### config.mk
export PLATFORM = sky130hd
export DESIGN_NAME = ahb_lite_master_flat
export DESIGN_NICKNAME = d
export VERILOG_FILES = /design/src/rtl/ahb_pkg.sv /design/src/rtl/ahb_lite_master_if.sv /design/src/rtl/ahb_master_addr_gen.sv /design/src/rtl/ahb_lite_master.sv /design/src/flat_wrapper.sv
export SDC_FILE = /design/constraint.sdc
export NUM_CORES = 1
export LEC_CHECK = 0
export BUFFER_PORTS_ARGS = -buffer_cell sky130_fd_sc_hd__clkbuf_2
export CAP_MARGIN = 20
export CORE_ASPECT_RATIO = 2
export CORE_UTILIZATION = 45
export CTS_CLUSTER_DIAMETER = 150
export CTS_CLUSTER_SIZE = 14
export DETAILED_ROUTE_END_ITERATION = 7
export PLACE_DENSITY = 0.8
export SLEW_MARGIN = 15
export SYNTH_ARGS = -nofsm -noshare
export SYNTH_HDL_FRONTEND = slang
export SYNTH_SLANG_ARGS = --single-unit
export TNS_END_PERCENT = 100
### constraint.sdc
create_clock -name HCLK -period 4.2 [get_ports HCLK]
set_input_delay 0.84 -clock HCLK [delete_from_list [all_inputs] [get_ports HCLK]]
set_output_delay 0.84 -clock HCLK [all_outputs]
set_load 0.005 [all_outputs]
### src/rtl/ahb_pkg.sv
// Shared AHB-Lite encodings and the initiator FSM state type.
package ahb_pkg;

  localparam logic [1:0] HTRANS_IDLE   = 2'b00;
  localparam logic [1:0] HTRANS_BUSY   = 2'b01;
  localparam logic [1:0] HTRANS_NONSEQ = 2'b10;
  localparam logic [1:0] HTRANS_SEQ    = 2'b11;

  localparam logic [2:0] HBURST_SINGLE = 3'b000;
  localparam logic [2:0] HBURST_INCR   = 3'b001;

  localparam logic [2:0] HSIZE_BYTE = 3'b000;
  localparam logic [2:0] HSIZE_HALF = 3'b001;
  localparam logic [2:0] HSIZE_WORD = 3'b010;

  localparam logic HRESP_OKAY  = 1'b0;
  localparam logic HRESP_ERROR = 1'b1;

  // Non-cacheable, non-bufferable, privileged data access.
  localparam logic [3:0] HPROT_DEFAULT = 4'b0011;

  typedef enum logic [1:0] {
    ST_IDLE,
    ST_ADDR,
    ST_DATA,
    ST_ERR
  } state_t;

endpackage

### src/rtl/ahb_lite_master_if.sv
// Command, response and AHB-Lite bus signals of the initiator, with both views.
interface ahb_lite_master_if #(
  parameter int ADDR_W = 32,
  parameter int DATA_W = 32,
  parameter int LEN_W  = 4
);
  logic              cmd_valid;
  logic              cmd_ready;
  logic [ADDR_W-1:0] cmd_addr;
  logic              cmd_write;
  logic [DATA_W-1:0] cmd_wdata;
  logic [2:0]        cmd_size;
  logic [LEN_W-1:0]  cmd_len;

  logic              rsp_valid;
  logic [DATA_W-1:0] rsp_rdata;
  logic              rsp_err;
  logic              rsp_last;

  logic [ADDR_W-1:0] HADDR;
  logic [1:0]        HTRANS;
  logic              HWRITE;
  logic [2:0]        HSIZE;
  logic [2:0]        HBURST;
  logic [3:0]        HPROT;
  logic              HMASTLOCK;
  logic [DATA_W-1:0] HWDATA;
  logic [DATA_W-1:0] HRDATA;
  logic              HREADY;
  logic              HRESP;

  modport master (
    input  cmd_valid, cmd_addr, cmd_write, cmd_wdata, cmd_size, cmd_len,
    output cmd_ready,
    output rsp_valid, rsp_rdata, rsp_err, rsp_last,
    output HADDR, HTRANS, HWRITE, HSIZE, HBURST, HPROT, HMASTLOCK, HWDATA,
    input  HRDATA, HREADY, HRESP
  );

  modport slave (
    output cmd_valid, cmd_addr, cmd_write, cmd_wdata, cmd_size, cmd_len,
    input  cmd_ready,
    input  rsp_valid, rsp_rdata, rsp_err, rsp_last,
    input  HADDR, HTRANS, HWRITE, HSIZE, HBURST, HPROT, HMASTLOCK, HWDATA,
    output HRDATA, HREADY, HRESP
  );
endinterface

### src/rtl/ahb_master_addr_gen.sv
// Next-beat address, 1KB boundary NONSEQ/SEQ select and remaining-beat counter.
module ahb_master_addr_gen
  import ahb_pkg::*;
#(
  parameter int ADDR_W = 32,
  parameter int LEN_W  = 4
) (
  input  logic              clk,
  input  logic              rst_n,
  input  logic              i_load,
  input  logic              i_write,
  input  logic [LEN_W-1:0]  i_len,
  input  logic              i_advance,
  input  logic [ADDR_W-1:0] i_addr,
  input  logic [2:0]        i_size,
  output logic [ADDR_W-1:0] o_next_addr,
  output logic [1:0]        o_next_trans,
  output logic              o_last
);
  logic [LEN_W-1:0]  r_cnt;
  logic [ADDR_W-1:0] w_incr;

  assign w_incr       = {{(ADDR_W-1){1'b0}}, 1'b1} << i_size;
  assign o_next_addr  = i_addr + w_incr;
  // Crossing into a new 1KB page restarts the burst with a NONSEQ beat.
  assign o_next_trans = (o_next_addr[9:0] == 10'd0) ? HTRANS_NONSEQ : HTRANS_SEQ;
  assign o_last       = (r_cnt == '0);

  // NOTE: sequential state uses non-blocking assignments so every flop samples pre-edge values.
  always_ff @(posedge clk or negedge rst_n) begin
    if (!rst_n) begin
      r_cnt <= '0;
    end else if (i_load) begin
      r_cnt <= i_write ? '0 : i_len;
    end else if (i_advance && (r_cnt != '0)) begin
      r_cnt <= r_cnt - LEN_W'(1);
    end
  end

endmodule

### src/rtl/ahb_lite_master.sv
// AHB-Lite initiator: valid/ready commands in, pipelined AHB transfers out, per-beat responses back.
module ahb_lite_master
  import ahb_pkg::*;
#(
  parameter int ADDR_W = 32,
  parameter int DATA_W = 32,
  parameter int LEN_W  = 4
) (
  input logic               HCLK,
  input logic               HRESETn,
  ahb_lite_master_if.master bus
);
  state_t            r_state;
  logic              r_cmd_ready;
  logic              r_dp_act;
  logic [ADDR_W-1:0] r_haddr;
  logic [1:0]        r_htrans;
  logic              r_hwrite;
  logic [2:0]        r_hsize;
  logic [2:0]        r_hburst;
  logic [DATA_W-1:0] r_hwdata;
  logic [DATA_W-1:0] r_wdata_hold;
  logic              r_rsp_valid;
  logic [DATA_W-1:0] r_rsp_rdata;
  logic              r_rsp_err;
  logic              r_rsp_last;

  logic [ADDR_W-1:0] w_next_addr;
  logic [1:0]        w_next_trans;
  logic              w_last;
  logic              w_accept;
  logic              w_in_dphase;
  logic              w_err_now;
  logic              w_abort;
  logic              w_advance;

  assign w_accept    = (r_state == ST_IDLE) && bus.cmd_valid;
  assign w_in_dphase = ((r_state == ST_ADDR) && r_dp_act) || (r_state == ST_DATA);
  assign w_err_now   = w_in_dphase && (bus.HRESP == HRESP_ERROR);
  // A one-cycle ERROR and the second cycle of a two-cycle ERROR both end the command.
  assign w_abort     = bus.HREADY && (w_err_now || (r_state == ST_ERR));
  assign w_advance   = (r_state == ST_ADDR) && bus.HREADY && !w_err_now && !w_last;

  ahb_master_addr_gen #(
    .ADDR_W (ADDR_W),
    .LEN_W  (LEN_W)
  ) u_addr_gen (
    .clk          (HCLK),
    .rst_n        (HRESETn),
    .i_load       (w_accept),
    .i_write      (bus.cmd_write),
    .i_len        (bus.cmd_len),
    .i_advance    (w_advance),
    .i_addr       (r_haddr),
    .i_size       (r_hsize),
    .o_next_addr  (w_next_addr),
    .o_next_trans (w_next_trans),
    .o_last       (w_last)
  );

  always_ff @(posedge HCLK or negedge HRESETn) begin
    if (!HRESETn) begin
      r_state      <= ST_IDLE;
      r_cmd_ready  <= 1'b1;
      r_dp_act     <= 1'b0;
      r_haddr      <= '0;
      r_htrans     <= HTRANS_IDLE;
      r_hwrite     <= 1'b0;
      r_hsize      <= '0;
      r_hburst     <= HBURST_SINGLE;
      r_hwdata     <= '0;
      r_wdata_hold <= '0;
      r_rsp_valid  <= 1'b0;
      r_rsp_rdata  <= '0;
      r_rsp_err    <= 1'b0;
      r_rsp_last   <= 1'b0;
    end else begin
      r_rsp_valid <= 1'b0;
      r_rsp_err   <= 1'b0;
      r_rsp_last  <= 1'b0;

      if (w_abort) begin
        r_htrans    <= HTRANS_IDLE;
        r_dp_act    <= 1'b0;
        r_rsp_valid <= 1'b1;
        r_rsp_err   <= 1'b1;
        r_rsp_last  <= 1'b1;
        r_rsp_rdata <= '0;
        r_cmd_ready <= 1'b1;
        r_state     <= ST_IDLE;
      end else if (w_err_now) begin
        // First ERROR cycle: cancel the pending address phase right away.
        r_htrans <= HTRANS_IDLE;
        r_dp_act <= 1'b0;
        r_state  <= ST_ERR;
      end else begin
        unique case (r_state)
          ST_IDLE: begin
            if (bus.cmd_valid) begin
              r_cmd_ready  <= 1'b0;
              r_dp_act     <= 1'b0;
              r_haddr      <= bus.cmd_addr;
              r_htrans     <= HTRANS_NONSEQ;
              r_hwrite     <= bus.cmd_write;
              r_hsize      <= bus.cmd_size;
              r_hburst     <= (bus.cmd_write || (bus.cmd_len == '0)) ? HBURST_SINGLE : HBURST_INCR;
              r_wdata_hold <= bus.cmd_wdata;
              r_state      <= ST_ADDR;
            end
          end
          ST_ADDR: begin
            if (bus.HREADY) begin
              // Only reads are ever pipelined behind another beat.
              if (r_dp_act) begin
                r_rsp_valid <= 1'b1;
                r_rsp_rdata <= bus.HRDATA;
              end
              if (r_hwrite) r_hwdata <= r_wdata_hold;
              r_dp_act <= 1'b1;
              if (w_last) begin
                r_htrans <= HTRANS_IDLE;
                r_state  <= ST_DATA;
              end else begin
                r_haddr  <= w_next_addr;
                r_htrans <= w_next_trans;
              end
            end
          end
          ST_DATA: begin
            if (bus.HREADY) begin
              r_rsp_valid <= 1'b1;
              r_rsp_last  <= 1'b1;
              r_rsp_rdata <= r_hwrite ? '0 : bus.HRDATA;
              r_cmd_ready <= 1'b1;
              r_state     <= ST_IDLE;
            end
          end
          ST_ERR: ;
        endcase
      end
    end
  end

  assign bus.cmd_ready = r_cmd_ready;
  assign bus.rsp_valid = r_rsp_valid;
  assign bus.rsp_rdata = r_rsp_rdata;
  assign bus.rsp_err   = r_rsp_err;
  assign bus.rsp_last  = r_rsp_last;
  assign bus.HADDR     = r_haddr;
  assign bus.HTRANS    = r_htrans;
  assign bus.HWRITE    = r_hwrite;
  assign bus.HSIZE     = r_hsize;
  assign bus.HBURST    = r_hburst;
  assign bus.HPROT     = HPROT_DEFAULT;
  assign bus.HMASTLOCK = 1'b0;
  assign bus.HWDATA    = r_hwdata;

endmodule

### src/flat_wrapper.sv
// flat-port wrapper written by rule: the top's interface ports become plain ports
module ahb_lite_master_flat import ahb_pkg::*;
#(
  parameter int ADDR_W = 32,
  parameter int DATA_W = 32,
  parameter int LEN_W  = 4
)
  (HCLK, HRESETn, bus_cmd_valid, bus_cmd_addr, bus_cmd_write, bus_cmd_wdata, bus_cmd_size, bus_cmd_len, bus_cmd_ready, bus_rsp_valid, bus_rsp_rdata, bus_rsp_err, bus_rsp_last, bus_HADDR, bus_HTRANS, bus_HWRITE, bus_HSIZE, bus_HBURST, bus_HPROT, bus_HMASTLOCK, bus_HWDATA, bus_HRDATA, bus_HREADY, bus_HRESP);
  ahb_lite_master_if #(.ADDR_W(ADDR_W), .DATA_W(DATA_W), .LEN_W(LEN_W)) bus_i ();
  input logic HCLK;
  input logic HRESETn;
  input wire logic [$bits(bus_i.cmd_valid)-1:0] bus_cmd_valid;
  input wire logic [$bits(bus_i.cmd_addr)-1:0] bus_cmd_addr;
  input wire logic [$bits(bus_i.cmd_write)-1:0] bus_cmd_write;
  input wire logic [$bits(bus_i.cmd_wdata)-1:0] bus_cmd_wdata;
  input wire logic [$bits(bus_i.cmd_size)-1:0] bus_cmd_size;
  input wire logic [$bits(bus_i.cmd_len)-1:0] bus_cmd_len;
  output wire logic [$bits(bus_i.cmd_ready)-1:0] bus_cmd_ready;
  output wire logic [$bits(bus_i.rsp_valid)-1:0] bus_rsp_valid;
  output wire logic [$bits(bus_i.rsp_rdata)-1:0] bus_rsp_rdata;
  output wire logic [$bits(bus_i.rsp_err)-1:0] bus_rsp_err;
  output wire logic [$bits(bus_i.rsp_last)-1:0] bus_rsp_last;
  output wire logic [$bits(bus_i.HADDR)-1:0] bus_HADDR;
  output wire logic [$bits(bus_i.HTRANS)-1:0] bus_HTRANS;
  output wire logic [$bits(bus_i.HWRITE)-1:0] bus_HWRITE;
  output wire logic [$bits(bus_i.HSIZE)-1:0] bus_HSIZE;
  output wire logic [$bits(bus_i.HBURST)-1:0] bus_HBURST;
  output wire logic [$bits(bus_i.HPROT)-1:0] bus_HPROT;
  output wire logic [$bits(bus_i.HMASTLOCK)-1:0] bus_HMASTLOCK;
  output wire logic [$bits(bus_i.HWDATA)-1:0] bus_HWDATA;
  input wire logic [$bits(bus_i.HRDATA)-1:0] bus_HRDATA;
  input wire logic [$bits(bus_i.HREADY)-1:0] bus_HREADY;
  input wire logic [$bits(bus_i.HRESP)-1:0] bus_HRESP;
  assign bus_i.cmd_valid = bus_cmd_valid;
  assign bus_i.cmd_addr = bus_cmd_addr;
  assign bus_i.cmd_write = bus_cmd_write;
  assign bus_i.cmd_wdata = bus_cmd_wdata;
  assign bus_i.cmd_size = bus_cmd_size;
  assign bus_i.cmd_len = bus_cmd_len;
  assign bus_cmd_ready = bus_i.cmd_ready;
  assign bus_rsp_valid = bus_i.rsp_valid;
  assign bus_rsp_rdata = bus_i.rsp_rdata;
  assign bus_rsp_err = bus_i.rsp_err;
  assign bus_rsp_last = bus_i.rsp_last;
  assign bus_HADDR = bus_i.HADDR;
  assign bus_HTRANS = bus_i.HTRANS;
  assign bus_HWRITE = bus_i.HWRITE;
  assign bus_HSIZE = bus_i.HSIZE;
  assign bus_HBURST = bus_i.HBURST;
  assign bus_HPROT = bus_i.HPROT;
  assign bus_HMASTLOCK = bus_i.HMASTLOCK;
  assign bus_HWDATA = bus_i.HWDATA;
  assign bus_i.HRDATA = bus_HRDATA;
  assign bus_i.HREADY = bus_HREADY;
  assign bus_i.HRESP = bus_HRESP;
  ahb_lite_master #(.ADDR_W(ADDR_W), .DATA_W(DATA_W), .LEN_W(LEN_W)) u_core (.HCLK(HCLK), .HRESETn(HRESETn), .bus(bus_i));
endmodule
; After elaboration in Yosys (flattened, before gate mapping)
; Cells that the tools add are included.
[op_classes]
n_addsub = 2
multipliers = 0
n_div = 0
n_lt_le_gt_ge = 0
n_eq_ne = 15
shifts = 1
muxes = 47
bitwise = 2
reduce_logical = 31
[op_table]
columns = op, count
row1 = two-way mux 32 bit, 9
row2 = case mux 32 bit (2 select lines), 2
row3 = adder 32 bit, 1
row4 = left shift 1 x 3 -> 32 bit (first input constant), 1
row5 = two-way mux 2 bit, 11
row6 = two-way mux 1 bit, 17
row7 = AND reduction 5 bit, 3
row8 = two-way mux 4 bit, 3
row9 = != test 4 x 2 -> 1 bit (second input constant), 3
row10 = zero test 10 bit, 1
row11 = != test 3 x 2 -> 1 bit (second input constant), 3
row12 = logical AND 1 bit, 8
row13 = zero test 4 bit, 2
row14 = != test 2 bit (second input constant), 4
row15 = AND reduction 4 bit, 2
row16 = nonzero test 4 bit, 2
row17 = case mux 1 bit (2 select lines), 3
row18 = case mux 2 bit (3 select lines), 1
row19 = AND reduction 6 bit, 1
row20 = nonzero test 3 bit, 2
row21 = nonzero test 5 bit, 1
row22 = == test 2 bit (second input constant), 2
row23 = != test 4 x 1 -> 1 bit (second input constant), 1
row24 = case mux 2 bit (2 select lines), 1
row25 = other kinds (9), 14
[word_totals]
regBits = 148
latch_bits = 0
mem_bits_rw = 0
rom_bits = 0
inputBits = 109
out_inout_bits = 114
word_cells = 113
mem_count = 0

; Longest topological paths before layout
; Gate-level depths: netlist of the first run.
[logic_depth]
ltp_word = 10
mapped_depth = 10
depth_no_buf = 8

; Hierarchy
; A second synthesis of the first run with hierarchy kept.
[hier_totals]
cells_unflattened = 566
area_unflattened_um2 = 7123.1
[modules_own_cells]
columns = module, n_inst, cells_per_inst, area_each_um2, seq_area_each_um2
row1 = ahb_lite_master, 1, 402, 5967.0, 3554.7
row2 = ahb_master_addr_gen, 1, 164, 1156.1, 100.1

; Worst setup path after synthesis of the first run
; No wires, ideal clock.
[synth_path]
path_type = flip-flop to flip-flop
startpoint = register u_core.r_hsize[0], in the netlist u_core.bus.HSIZE[0]
endpoint = register u_core.r_htrans[0], in the netlist u_core.bus.HTRANS[0]
setup_time_ns = 0.129
arrival_ns = 2.519
required_time_ns = 4.071
setup_slack_ns = 1.551
stages_incl_launch_ff = 9
cell_sequence = dfrtp_1 > nor3_1 > ha_1 > fa_1 > a21o_1 > a221oi_2 > xnor2_1 > or4_1 > o41a_1
[synth_via]
elab_chain_len = 9
[synth_lines]
columns = element, line_no
row1 = from (decl), ahb_lite_master.sv:19  ; logic [2:0] r_hsize;
row2 = from (signal assigned), ahb_lite_master.sv:105  ; r_hsize <= bus.cmd_size;
row3 = left shift 1 x 3 -> 32 bit, ahb_master_addr_gen.sv:23  ; assign w_incr = {{(ADDR_W-1){1'b0}}, 1'b1} << i_size;
row4 = adder 32 bit, ahb_master_addr_gen.sv:24  ; assign o_next_addr = i_addr + w_incr;
row5 = zero test 10 bit, ahb_master_addr_gen.sv:26  ; assign o_next_trans = (o_next_addr[9:0] == 10'd0) ? HTRANS_NONSEQ : HTRANS_SEQ;
row6 = two-way mux 1 bit, ahb_master_addr_gen.sv:26
row7 = two-way mux 2 bit, ahb_lite_master.sv:120  ; if (w_last) begin
row8 = two-way mux 2 bit, ahb_lite_master.sv:112  ; if (bus.HREADY) begin
row9 = case mux 2 bit (2 select lines), ahb_lite_master.sv:97  ; unique case (r_state)
row10 = two-way mux 2 bit, ahb_lite_master.sv:91  ; end else if (w_err_now) begin
row11 = two-way mux 2 bit, ahb_lite_master.sv:82  ; if (w_abort) begin
row12 = to (signal assigned), ahb_lite_master.sv:125  ; r_htrans <= w_next_trans;
row13 = to (decl), ahb_lite_master.sv:17  ; logic [1:0] r_htrans;
; Every way passes these cells. The select of a mux whose other input is x is not followed.
; A chain may end at the register's enable or synchronous reset.

; Worst setup path in the final report of the first run
[layout_path]
startpoint = register u_core.r_state[1]
endpoint = register u_core.r_haddr[19], in the netlist u_core.bus.HADDR[19]
[layout_via]
elab_chain_len = 8
[layout_lines]
columns = element, line_no
row1 = from (decl), ahb_lite_master.sv:13  ; state_t r_state;
row2 = from (signal assigned), ahb_lite_master.sv:63  ; r_state <= ST_IDLE;
row3 = from (signal assigned), ahb_lite_master.sv:90  ; r_state <= ST_IDLE;
row4 = from (signal assigned), ahb_lite_master.sv:95  ; r_state <= ST_ERR;
row5 = == test 2 x 1 -> 1 bit, "ahb_lite_master.sv:38, ahb_lite_master.sv:97"
row6 = logical AND 1 bit, ahb_lite_master.sv:38  ; assign w_in_dphase = ((r_state == ST_ADDR) && r_dp_act) || (r_state == ST_DATA);
row7 = logical OR 1 bit, ahb_lite_master.sv:38
row8 = logical AND 1 bit, ahb_lite_master.sv:39  ; assign w_err_now = w_in_dphase && (bus.HRESP == HRESP_ERROR);
row9 = logical OR 1 bit, ahb_lite_master.sv:41  ; assign w_abort = bus.HREADY && (w_err_now || (r_state == ST_ERR));
row10 = logical AND 1 bit, ahb_lite_master.sv:41
row11 = inverter 1 bit (no source line), --
row12 = AND reduction 6 bit (no source line), --
row13 = to (signal assigned), ahb_lite_master.sv:102  ; r_haddr <= bus.cmd_addr;
row14 = to (signal assigned), ahb_lite_master.sv:124  ; r_haddr <= w_next_addr;
row15 = to (decl), ahb_lite_master.sv:16  ; logic [ADDR_W-1:0] r_haddr;
; Several ways; a longest one is shown, not always the timed one.

==> impl_metrics.py, run 1 <==
metrics = {
    "clock_network": {
        "cts_buffers": 17,
        "cts.sinks": 146,
        "clk-insertion-delay-late_ns": 0.42,
        "cts_setup_buffers": 0,
        "clk_pin_slew_worst_paths_ns": 0.06,
        "root_buffer": "clkbuf_16",
        "htree_levels": 4,
        "clock_path_buffers": 2,
        "cts_repair_resize_count": 0,
        "cts_hold_buf": 0,
        "cts_tree": "built",
    },
    "sta": {
        "period_needed_ns": 2.987,
        "post-route-period-util_pct": 71.13,
        "worst_slack_ns": 1.213,
        "slew_headroom_pct": 41.02,
        "worst_pin_slew_ns": 0.8779,
        "max_freq_mhz": 334.8,
        "hold_viol": 0,
        "hold_ws_ns": 0.4444,
        "rsz0062_at_grt": "no",
        "fin_tns_setup_ns": 0,
        "clock-skew-final_ns": 0.009336,
        "slew_viol_final": 0,
        "final-setup-viol-count": 0,
    },
    "global_route": {
        "grt_pass1_wl_um": 32660,
        "grt_usage_pct": 24.60,
        "gr-total-overflow": 0,
        "grt_pass1_vias": 6643,
        "antenna_found_initial": 0,
        "grt_max_degree": 92,
    },
    "worst_setup_path": {
        "required_ns": 4.55,
        "arrival_ns": 3.34,
        "start_kind": "flop",
        "crit_fanout": 30,
        "r2r_setup_slack_ns": 1.21,
        "worst_setup_path_end_kind": "flop",
        "worstSetupPathType": "flop to flop",
    },
    "pwr": {
        "internal-power_w": 0.004933,
        "seq_power_share_pct": 33.3,
        "power_w": 0.008187,
        "swShare_pct": 39.75,
        "peakVddDrop_mv": 0.5865,
        "power.density_nw_per_um2": 870.9,
        "power_switching_w": 0.003254,
        "clkPwrFrac_pct": 20.3,
        "p_comb_share_pct": 46.4,
        "leakagePower_nw": 4.602,
    },
    "final_layout": {
        "regArea_um2": 3655,
        "drive_above_1_share_pct": 34.73,
        "fin_util_pct": 57.78,
        "layout.nets": 1041,
        "n_fill_cell": 1364,
        "insertedDiodeCount": 0,
        "area_growth_pct": 25.59,
        "multi_input_area_um2": 3462,
    },
    "logic_synthesis": {
        "syn_inst": 714,
        "synth.distinct_cells": 71,
        "ys_seq_elements": 146,
        "synth_warnings": 0,
        "async_flop_share_pct": 100.0,
        "avgSynthCellArea_um2": 10.48,
        "netlist_area_um2": 7485,
        "ys_seq_area_share_pct": 48.83,
        "synth_edf_count": 0,
        "synth_ff_type": "dfrtp_1",
    },
    "placed_design": {
        "dpl.hpwl_um": 14870,
        "post-place-ws_ns": 1.138,
        "gp_routability_congestion": 0.8724,
        "port_buffers": 215,
    },
    "routing": {
        "routed_wl_um": 20380,
        "drtPass1Iterations": 5,
        "drc": 0,
        "avgRoutedWirePerCell_um": 17.98,
        "vias": 6406,
        "viasPerCell": 5.649,
        "antenna_left": 0,
        "drtIter0Drc": 325,
    },
    "floorplan": {
        "dieHeight_um": 184.4,
        "num_rows": 66,
        "core_area_um2": 16270,
        "die_x_um": 93.20,
        "dieArea_um2": 17180,
        "initial_core_util_pct": 46.01,
        "ios": 223,
    },
    "run": {
        "maxCapViolations": 0,
    },
    "worst_hold_path": {
        "hold_class": "input port to asynchronous set/reset pin",
    },
    "status": {
        "status": "finished, final reports clean",
    },
}
[synthesized netlist by cell type (7+ instances only)]
library cell    n  share of area, %
nand4_1        16               1.3
nand2_1        65               3.3
nand3_1        21               1.4
and3_1         11              0.92
o211ai_1       10               1.0
mux2_2         53               8.0
buf_4          10               1.0
mux2_1         16               2.4
nor3b_1         8              0.80
a21boi_0        7              0.70
nor4_1         10              0.84
o21ai_0        14              0.94
nor3_1         13              0.87
a211oi_1        7              0.70
clkbuf_1       26               1.3
inv_1          47               2.4
nor2_1         34               1.7
a21oi_1        28               1.9
buf_2           8              0.53
dfrtp_1       145                48
mux2i_1        39               5.2
ha_1           13               2.2
[kinds of logic after synthesis]
group	count (synthesis)	share of synthesized area (%)
xor gates and xnor gates	8	0.9362
and+or+nand+nor	211	14.44
other	2	0.1003
buffers and inverters	95	5.500
AOI/OAI and AO/OA	130	12.15
adders and majority gates	14	2.441
DFF	146	48.83
muxes	108	15.60
[layout make-up]
cell class / instances / share of cell area [%]
Clock inverter: 12 / 2.023
Clock buffer: 19 / 4.818
Inverter: 48 / 1.917
Sequential cell: 146 / 38.88
Multi-Input combinational cell: 478 / 36.83
Timing Repair Buffer: 227 / 12.82
Tap cell: 204 / 2.715
[layout by cell type (no fill, tap or decap), drive strengths merged, types with 7 or more instances in the layout]
master,n
o21ai,19
inv,55
nor3b,8
o211ai,10
conb,7
ha,13
nand4,16
nand3,21
clkbuf,233
and3,12
nand2,65
nor2,34
a21oi,28
buf,13
nor3,13
mux2,69
mux2i,39
a21boi,8
nor4,10
dfrtp,145
a211oi,7
[per-stage QoR]
step                      cells  instance area (um2)
after floorplan             719                 7503
after CTS                  1132                 9365
after global routing       1134                 9400
after detailed placement   1101                 8722
final                      1134                 9400
after global placement     1101                 8722
[layer usage]
layer	wire (um)	track usage, %	vias up
met5	0	0	-
met4	1071	15.38	0
met3	1119	5.074	70
met2	10990	43.88	301
met1	7208	25.88	3074
li1	-	-	2961
[power by group through the flow]
stage / sequential (W) / combinational (W) / clock [W]
finish: 0.00273 / 0.00380 / 0.00166
CTS: 0.00272 / 0.00376 / 0.00170
detailed placement: 0.00273 / 0.00375 / 0
global placement: 0.00270 / 0.00363 / 0
global route: 0.00282 / 0.00417 / 0.00175
floorplan: 0.00262 / 0.00253 / 0
[state kept, by name (all words and copies together) (netlist names)]
signal,cells
u_core.bus.rsp_err,1
u_core.r_state,2
u_core.bus.HWDATA,32
u_core.bus.rsp_last,1
u_core.bus.HTRANS,2
u_core.bus.rsp_valid,1
u_core.r_dp_act,1
u_core.u_addr_gen.r_cnt,4
u_core.bus.rsp_rdata,32
u_core.bus.cmd_ready,1
u_core.bus.HSIZE,3
u_core.bus.HBURST,1
u_core.bus.HADDR,32
u_core.r_wdata_hold,32
u_core.bus.HWRITE,1
[worst paths after layout]
| kind | start | to | cells after the start |
|---|---|---|---|
| max | u_core.r_state[1] | u_core.bus.HADDR[19] | 9 |
| max in group asynchronous | HRESETn | u_core.bus.HADDR[22] | 2 |
| max reg2reg | u_core.r_state[1] | u_core.bus.HADDR[19] | 9 |
| min in group HCLK | u_core.bus.HWDATA[3] | u_core.bus.HWDATA[3] | 1 |
| min reg2reg | u_core.bus.HWDATA[3] | u_core.bus.HWDATA[3] | 1 |
| min | HRESETn | u_core.r_wdata_hold[11] | 1 |
[worst max-delay path, stage by stage (launching register included)]
cell     delay (ns)
dfrtp_1        0.41
inv_1          0.10
ha_1           0.45
buf_4          0.41
inv_1          0.10
buf_4          0.26
nor2_1         0.36
nand3_1        0.26
or4_1          0.45
nand3_1        0.10
Power figures use the tool's default switching activity.
==> inputs of run 2 (changes only) <==
==> constraint.sdc (replaced) <==
create_clock -name HCLK -period 3 [get_ports HCLK]
set_input_delay 0.6 -clock HCLK [delete_from_list [all_inputs] [get_ports HCLK]]
set_output_delay 0.6 -clock HCLK [all_outputs]
set_load 0.005 [all_outputs]
==> run 2 against run 1 <==
Effect of this change: global-route usage fell by 0.44 points; utilization rose by 0.069 points; routed wire length fell by 2.2%; flip-flop and latch count did not move; clock power rose by 23%; cell count rose by 0.97%; final area rose by 0.12%; clock skew barely moved; hold slack got worse by 0.42 ns; sequential power rose by 38%; critical path type unchanged; critical endpoint is now u_core.bus.HTRANS[0]; largest cell class unchanged.
==> impl_metrics.py, run 2 (synthesis results as in run 1) <==
metrics = {
    "sta": {
        "hold_ws_ns": 0.01974,
        "final-setup-viol-count": 0,
        "max_freq_mhz": 361.6,
        "rsz0062_at_grt": "no",
        "post-route-period-util_pct": 92.18,
        "worst_pin_slew_ns": 0.7062,
        "slew_headroom_pct": 52.75,
        "fin_tns_setup_ns": 0,
        "hold_viol": 0,
        "period_needed_ns": 2.765,
        "slew_viol_final": 0,
        "clock-skew-final_ns": 0.009626,
    },
    "pwr": {
        "power_w": 0.01123,
        "power.density_nw_per_um2": 1193,
        "leakagePower_nw": 4.609,
        "peakVddDrop_mv": 0.7214,
    },
    "clock_network": {
        "clk_pin_slew_worst_paths_ns": 0.06,
        "htree_levels": 4,
        "clk-insertion-delay-late_ns": 0.42,
        "cts_repair_resize_count": 0,
        "cts.sinks": 146,
        "cts_tree": "built",
        "cts_buffers": 17,
        "cts_hold_buf": 0,
        "root_buffer": "clkbuf_16",
        "clock_path_buffers": 2,
        "cts_setup_buffers": 0,
    },
    "global_route": {
        "grt_max_degree": 91,
        "met2_usage_pct": 43.50,
        "grt_pass1_wl_um": 31830,
        "antenna_found_initial": 1,
        "use_met1_pct": 24.93,
        "gr-total-overflow": 0,
        "gr-usage-met3_pct": 4.992,
        "grt_pass1_vias": 6551,
        "grt_usage_pct": 24.16,
        "top_usage_layer": "met2",
    },
    "placed_design": {
        "dp_cells": 1113,
        "gp_routability_congestion": 0.8960,
        "dpl.hpwl_um": 14980,
        "port_buffers": 215,
    },
    "worst_setup_path": {
        "worstSetupPathType": "flop to flop",
        "rr_endpoint": "u_core.bus.HTRANS[0]",
        "r2r_cells": 8,
        "reg2reg_from": "u_core.bus.HSIZE[0]",
        "r2r_setup_slack_ns": 0.23,
        "worst_setup_path_end_kind": "flop",
        "crit_fanout": 10,
        "required_ns": 3.30,
        "start_kind": "flop",
        "arrival_ns": 3.06,
    },
    "routing": {
        "viasPerCell": 5.588,
        "drtIter0Drc": 345,
        "drtPass1Iterations": 5,
        "avgRoutedWirePerCell_um": 17.41,
        "vias": 6398,
        "antenna_left": 0,
        "routed_wl_um": 19930,
        "drc": 0,
    },
    "floorplan": {
        "dieHeight_um": 184.4,
        "die_x_um": 93.20,
        "dieArea_um2": 17180,
        "num_rows": 66,
        "initial_core_util_pct": 46.01,
        "core_area_um2": 16270,
        "ios": 223,
    },
    "run": {
        "maxCapViolations": 0,
    },
    "status": {
        "status": "finished, final reports clean",
    },
    "final_layout": {
        "layout.nets": 1051,
        "n_fill_cell": 1426,
        "drive_above_1_share_pct": 35.53,
        "final_cells": 1145,
        "mostFrequentLayoutCell": "clkbuf_2",
        "layout_common_cells": "clkbuf_2, dfrtp_1, nand2_1",
        "area_growth_pct": 25.74,
    },
    "worst_hold_path": {
        "hold_class": "input port to asynchronous set/reset pin",
    },
}
run 2: changes by cell type in the layout (fill, tap and decap cells not counted), sizes merged:
cell	previous run	this run
inv	55	50
clkinvlp	0	1
clkinv	1	7
buf	13	23
diode	0	1
bufinv	4	2
run 2: final cells by class:
| cell class | instances | area [um2] | area share [%] |
|---|---|---|---|
| clock buffer | 19 | 432.9 | 4.600 |
| clock inverter | 12 | 135.1 | 1.436 |
| antenna | 1 | 2.502 | 0.02659 |
| tap | 204 | 255.2 | 2.712 |
| inverter | 48 | 180.2 | 1.914 |
| sequential | 146 | 3659 | 38.87 |
| timing repair buffer | 237 | 1285 | 13.65 |
| multi-input combinational | 478 | 3462 | 36.79 |
run 2: metal layers:
metal / part of all wire [%] / up-vias
met2: 55 / 258
met4: 5.3 / 0
li1: - / 2990
met3: 5.5 / 66
met1: 35 / 3084
met5: 0 / -
run 2: through the flow:
| step | utilization (%) | setup WS, ns | cell area (um2) |
|---|---|---|---|
| after floorplan | - | 0.3513 | 7503 |
| after global placement | 54.32 | 0.2094 | 8837 |
| after detailed placement | 54.32 | 0.1483 | 8837 |
| after CTS | 57.81 | 0.1425 | 9405 |
| after global routing | 57.85 | 0.04848 | 9412 |
| final | 57.85 | 0.2345 | 9412 |
run 2: worst max-delay path: stages, from the launching register on:
cell and delay (ns):
dfrtp_2 0.43, nor3_1 0.08, ha_1 0.22, fa_1 0.41, a21o_1 0.22, a221oi_2 0.26, xnor2_1 0.10, or4_1 0.54
o41a_1 0.38
run 2: worst max path at each step:
stage,start,endpoint,cells past startpoint
2_1_floorplan,u_core.bus.HSIZE[0],u_core.bus.HTRANS[0],8
5_1_grt,u_core.bus.HSIZE[1],u_core.bus.HADDR[25],7
4_1_cts,u_core.bus.HSIZE[0],u_core.bus.HTRANS[0],8
3_3_place_gp,u_core.bus.HSIZE[0],u_core.bus.HTRANS[0],8
3_5_place_dp,u_core.bus.HSIZE[0],u_core.bus.HTRANS[0],8
6_report,u_core.bus.HSIZE[0],u_core.bus.HTRANS[0],8
run 2: where the power goes:
part           internal (W)  switching [W]
Clock               0.00122       0.000830
Sequential          0.00300       0.000776
Combinational       0.00252        0.00287
Total               0.00675        0.00448
